===== config.mk =====
export PLATFORM = sky130hd
export DESIGN_NAME = tm_lif_scheduler
export DESIGN_NICKNAME = d
export VERILOG_FILES = /design/src/rtl/tm_lif_pkg.sv /design/src/rtl/tm_lif_vmem_ram.sv /design/src/rtl/tm_lif_scheduler.sv
export SDC_FILE = /design/constraint.sdc
export NUM_CORES = 2
export LEC_CHECK = 0
export BUFFER_PORTS_ARGS = -buffer_cell sky130_fd_sc_hd__buf_2
export CAP_MARGIN = 10
export CORE_ASPECT_RATIO = 1.25
export CORE_MARGIN = 3
export CORE_UTILIZATION = 55
export DETAILED_ROUTE_END_ITERATION = 7
export GPL_ROUTABILITY_DRIVEN = 0
export GPL_TIMING_DRIVEN = 0
export PLACE_DENSITY = 0.71
export SYNTH_ARGS = -nofsm -noshare
export SYNTH_HDL_FRONTEND = slang
export SYNTH_HIERARCHICAL = 1
export SYNTH_SLANG_ARGS = --single-unit

===== constraint.sdc =====
create_clock -name clk_in -period 15 [get_ports clk_in]
set_input_delay 0 -clock clk_in [delete_from_list [all_inputs] [get_ports clk_in]]
set_output_delay 0 -clock clk_in [all_outputs]
set_load 0.05 [all_outputs]

===== src/rtl/tm_lif_pkg.sv =====
// tm_lif_pkg: shared FSM state type and datapath widths for the TM_LIF scheduler
package tm_lif_pkg;
    typedef enum logic [1:0] {ST_INIT, ST_IDLE, ST_SWEEP, ST_DRAIN} state_t;
    localparam int VMEM_W = 10;
    localparam int SYN_W = 10;
    localparam int LIF_LAT = 3;
endpackage


===== src/rtl/tm_lif_vmem_ram.sv =====
// tm_lif_vmem_ram: membrane state store, one write port and one registered read port
module tm_lif_vmem_ram
    import tm_lif_pkg::*;
#(
    parameter int N_NEURONS = 256,
    parameter int ADDR_W = 8
) (
    input  logic              clk_in,
    input  logic              we,
    input  logic [ADDR_W-1:0] waddr,
    input  logic [VMEM_W-1:0] wdata,
    input  logic              re,
    input  logic [ADDR_W-1:0] raddr,
    output logic [VMEM_W-1:0] rdata
);
    logic [VMEM_W-1:0] mem [N_NEURONS];
    always_ff @(posedge clk_in) begin
        if (we) mem[waddr] <= wdata;
        if (re) rdata <= mem[raddr];
    end
endmodule


===== src/rtl/tm_lif_scheduler.sv =====
// tm_lif_scheduler: sweeps every neuron through the LIF pipeline per timestep,
// writes membranes back and emits spiking addresses as handshaked events
module tm_lif_scheduler
    import tm_lif_pkg::*;
#(
    parameter int N_NEURONS = 256,
    parameter int ADDR_W = 8,
    parameter int SPK_FIFO_DEPTH = 8
) (
    input  logic              clk_in,
    input  logic              reset_n,
    input  logic              start,
    output logic              busy,
    output logic              done,
    output logic [15:0]       ts_cnt,
    output logic [ADDR_W-1:0] syn_addr,
    input  logic [SYN_W-1:0]  syn_data,
    output logic [VMEM_W-1:0] lif_vmem,
    output logic [SYN_W-1:0]  lif_syn,
    input  logic [VMEM_W-1:0] lif_vmem_ret,
    input  logic              lif_spike,
    output logic              spk_valid,
    input  logic              spk_ready,
    output logic [ADDR_W-1:0] spk_addr
);
    localparam int SD = LIF_LAT + 1;
    localparam int FW = $clog2(SPK_FIFO_DEPTH);
    localparam logic [ADDR_W-1:0] LAST = ADDR_W'(N_NEURONS - 1);

    state_t state, state_nxt;
    logic [ADDR_W-1:0] ptr;
    logic [SD-1:0] vld;
    logic [ADDR_W-1:0] addr_sr [SD];
    logic issue, credit, push, pop, ram_we;
    logic [VMEM_W-1:0] ram_q, ram_wd;
    logic [ADDR_W-1:0] ram_wa;
    logic [ADDR_W-1:0] fifo [SPK_FIFO_DEPTH];
    logic [FW-1:0] wr_ptr, rd_ptr;
    logic [FW:0] fifo_cnt;

    always_ff @(posedge clk_in) begin
        if (!reset_n) state <= ST_INIT;
        else state <= state_nxt;
    end

    always_comb begin
        state_nxt = state;
        case (state)
            ST_INIT:  state_nxt = ptr == LAST ? ST_IDLE : ST_INIT;
            ST_IDLE:  state_nxt = start ? ST_SWEEP : ST_IDLE;
            ST_SWEEP: state_nxt = issue && ptr == LAST ? ST_DRAIN : ST_SWEEP;
            ST_DRAIN: state_nxt = done ? ST_IDLE : ST_DRAIN;
            default:  state_nxt = ST_INIT;
        endcase
    end

    // Credit counts every in-flight neuron as a future push so the FIFO can never overflow
    always_comb begin
        credit = int'(fifo_cnt) + $countones(vld) < SPK_FIFO_DEPTH;
        issue = state == ST_SWEEP && credit;
        busy = state != ST_IDLE;
        done = state == ST_DRAIN && vld == '0;
    end

    always_ff @(posedge clk_in) begin
        if (!reset_n) begin
            ptr <= '0;
            vld <= '0;
            ts_cnt <= '0;
        end else begin
            ptr <= state == ST_INIT ? (ptr == LAST ? '0 : ptr + 1'b1) :
                   state == ST_IDLE ? '0 : ptr + ADDR_W'(issue);
            vld <= {vld[SD-2:0], issue};
            ts_cnt <= ts_cnt + 16'(done);
        end
        addr_sr[0] <= ptr;
        for (int i = 1; i < SD; i++) addr_sr[i] <= addr_sr[i-1];
    end

    assign ram_we = reset_n && (state == ST_INIT || vld[SD-1]);
    assign ram_wa = state == ST_INIT ? ptr : addr_sr[SD-1];
    assign ram_wd = state == ST_INIT ? '0 : lif_vmem_ret;

    tm_lif_vmem_ram #(.N_NEURONS(N_NEURONS), .ADDR_W(ADDR_W)) u_ram (
        .clk_in(clk_in),
        .we(ram_we),
        .waddr(ram_wa),
        .wdata(ram_wd),
        .re(issue),
        .raddr(ptr),
        .rdata(ram_q)
    );

    assign syn_addr = ptr;
    assign lif_vmem = vld[0] ? ram_q : '0;
    assign lif_syn = vld[0] ? syn_data : '0;

    assign push = vld[SD-1] && lif_spike;
    assign pop = spk_valid && spk_ready;

    always_ff @(posedge clk_in) begin
        if (!reset_n) begin
            wr_ptr <= '0;
            rd_ptr <= '0;
            fifo_cnt <= '0;
        end else begin
            wr_ptr <= wr_ptr + FW'(push);
            rd_ptr <= rd_ptr + FW'(pop);
            fifo_cnt <= fifo_cnt + (FW+1)'(push) - (FW+1)'(pop);
        end
        if (push) fifo[wr_ptr] <= addr_sr[SD-1];
    end

    assign spk_valid = fifo_cnt != '0;
    assign spk_addr = spk_valid ? fifo[rd_ptr] : '0;
endmodule


==> impl_metrics.ini <==
[run_status]
status = finished, violations left
violations = capacitance limit, slew limit

[route]
via_per_inst = 7.01
num_vias = 57800
drt_iter0_drc = 10200
drc = 0
first_pass_iters = 8
drtAntennaViolNets = 0
routed_wl_mm = 328
wire_per_inst_um = 39.8

[synthesis]
synthesis.instances = 5069
synth_warnings = 6
ys_ff_latch = 2706
synth_edf_count = 2634
ys_seq_area_share_pct = 76.8
avgSynthCellArea_um2 = 20.7
syn-num-nets = 5114
synth_cell_type_count = 68
synth_flop_cell = edfxtp_1
synth_area_um2 = 105000
ys_async_sr_fraction_pct = 0

[layout]
multi_input_area_um2 = 22400
drive_above_1_share_pct = 21.4
seq_area_um2 = 80500
area_delta_synth_final_pct = 12.7
nets = 5553
final_cells = 8254
n_fill_cell = 12700
final_area_um2 = 118000

[worst_hold_path]
min_delay_worst_endpoint = ts_cnt[12]
min_path_type = input port to flip-flop
holdPathStages = 4
hp-start = reset_n

[global_routing]
grt_usage_pct = 33.7
antenna_found_initial = 25
grt_max_degree = 56
grt_pass1_wl_mm = 447
grt_overflow = 0
first_global_vias = 55800

[timing]
fin_crit_ns = 6.44
maxSlewHeadroom_pct = -6.10
final-max-slew-violation-count = 4
setup_viol = 0
post-route-period-util_pct = 42.9
final.setup.tns_ns = 0
whs_ns = 0.0898
finalHoldViolCount = 0
max_freq_ghz = 0.155
rsz0062_at_grt = false
skew_ns = 0.0511
layout_setup_ws_ns = 8.56
tightest_slew_ns = 1.58

[critical_path]
critPathMaxFanout = 10
r2r_cells = 11
critPathKind = flip-flop to flip-flop
startpoint_type = flip-flop
reg2reg_from = state[1]
arrival_ns = 6.93
crit_required_ns = 15.49
r2r-end = u_ram/mem[232][9]
ff2ff_setup_slack_ns = 8.56
end_kind = flip-flop

[floorplanning]
die_h_um = 494
io_pins = 80
initial_core_util_pct = 55.5
rows = 178
dieWidth_um = 397
fp.dieArea_um2 = 196000
core_area_um2 = 189000

[run]
drv_cap = 3

[clock_tree]
cts_resized = 0
clk_latency_ns = 0.92
h-tree-depth = 4
cts.path.max_buffers = 3
cts_buffers = 239
clk_root_buffer_cell = clkbuf_16
hold_buffers = 17
post_cts_buffers = 0
clk_pin_slew_ns = 0.06
cts_sinks = 2706
cts_tree = built

[place]
portBuffers = 79
placed_area_um2 = 110000
pre_cts_slack_ns = 9.01
hpwl_mm = 226
place_inst = 7751

[power_and_ir_drop]
p_per_area_nw_per_um2 = 131
ir_worst_vdd_mv = 0.132
p_leak_nw = 37.4
layout make-up:
type / instances / area share [%]
diodes: 17 / 0.0360
plain buffers: 303 / 1.66
multi-input cells: 2039 / 19.0
flip-flops and latches: 2706 / 68.2
repair buffers: 198 / 1.91
inverters: 21 / 0.0667
clock inverters: 145 / 1.15
clock buffers: 305 / 5.39
well taps: 2520 / 2.67
worst max path at each step:
stage	start	to	cells after the start
floorplan	state[1]	u_ram/mem[0][0]	4
global placement	state[1]	u_ram/mem[30][3]	4
detailed placement	state[1]	u_ram/mem[232][2]	11
CTS	state[1]	u_ram/mem[232][4]	11
global route	state[1]	u_ram/mem[232][6]	11
finish	state[1]	u_ram/mem[232][9]	11
metrics by stage:
stage / power, mW / util [%]
global placement: 9.48 / 57.4
floorplan: 9.03 / -
finish: 15.5 / 62.6
CTS: 15.5 / 62.4
global route: 15.8 / 62.5
detailed placement: 9.50 / 58.3
critical path, cell delays in order, from the launching register on:
cell,delay (ns)
dfxtp_1,0.30
clkbuf_1,0.20
nor2_1,0.36
clkbuf_1,0.84
nor2_1,0.08
nor2_1,0.56
clkbuf_1,0.47
buf_1,0.39
nand3_1,0.99
clkbuf_1,0.60
buf_16,0.29
nor2_1,0.91
power breakdown:
part	switching, mW	internal, mW
Sequential	0.0136	8.18
Clock	2.71	3.39
Combinational	0.780	0.416
layout by cell type, fill, tap and decap left out, drive strengths merged, types with 11 or more instances in the layout:
| master | count |
|---|---|
| nand3 | 51 |
| clkinv | 102 |
| mux4 | 552 |
| a21oi | 120 |
| o32ai | 11 |
| dfxtp | 72 |
| inv | 32 |
| nor4 | 31 |
| o22ai | 59 |
| o21ai | 20 |
| diode | 17 |
| ha | 18 |
| a22o | 13 |
| mux2i | 220 |
| edfxtp | 2634 |
| nand2b | 17 |
| nor2 | 335 |
| a22oi | 193 |
| nor2b | 36 |
| and2 | 34 |
| a31oi | 12 |
| a221oi | 15 |
| buf | 337 |
| nand2 | 68 |
| dlygate4sd3 | 17 |
| bufinv | 23 |
| clkbuf | 452 |
| o211ai | 12 |
| o221ai | 40 |
| nor3 | 40 |
| nand4 | 16 |
| a211oi | 13 |
state kept, by name (all words and copies together) (netlist names), 4 cells and up:
name,count
u_ram/rdata,10
ts_cnt,16
syn_addr,8
addr_sr,32
vld,4
u_ram/mem,2560
fifo,64
fifo_cnt,4
per-layer routing:
metal	share of wire [%]	global-route usage, %
met1	31	40.1
met3	14	11.3
met4	9.2	24.6
met2	46	51.6
met5	0.023	0
Yosys cell counts, types with 14 or more instances:
cell | instances | area (um2)
a21oi_1 | 120 | 601
a221oi_1 | 15 | 131
nand2b_1 | 17 | 106
and2_1 | 34 | 213
inv_1 | 20 | 75.1
mux2i_1 | 220 | 2200
nand2_1 | 68 | 255
buf_8 | 16 | 240
nor2_1 | 335 | 1260
nand4_1 | 14 | 87.6
o22ai_1 | 59 | 369
buf_4 | 30 | 225
nor3_1 | 39 | 195
ha_1 | 18 | 225
clkbuf_1 | 142 | 533
nor2b_1 | 36 | 225
mux4_2 | 511 | 11500
nor4_1 | 31 | 194
buf_12 | 16 | 320
buf_2 | 52 | 260
mux4_1 | 41 | 1080
a22oi_1 | 193 | 1450
edfxtp_1 | 2634 | 79100
dfxtp_1 | 72 | 1440
buf_1 | 22 | 82.6
o221ai_1 | 40 | 350
o21ai_0 | 19 | 95.1
nand3_1 | 50 | 250
buf_6 | 24 | 270
kinds of logic (layout without fill, tap and decap cells):
group           Yosys count  after routing  share of synthesized area [%]
compound gates          564            564                           3.77
xor+xnor                 13             13                          0.109
fa+ha+maj                20             20                          0.253
buf+inv                 324            972                           1.92
flops                  2706           2706                           76.8
mux                     780            780                           14.2
other cells               0             17                              0
simple gates            662            662                           2.94
No activity file was read; power rests on OpenSTA's default activity.
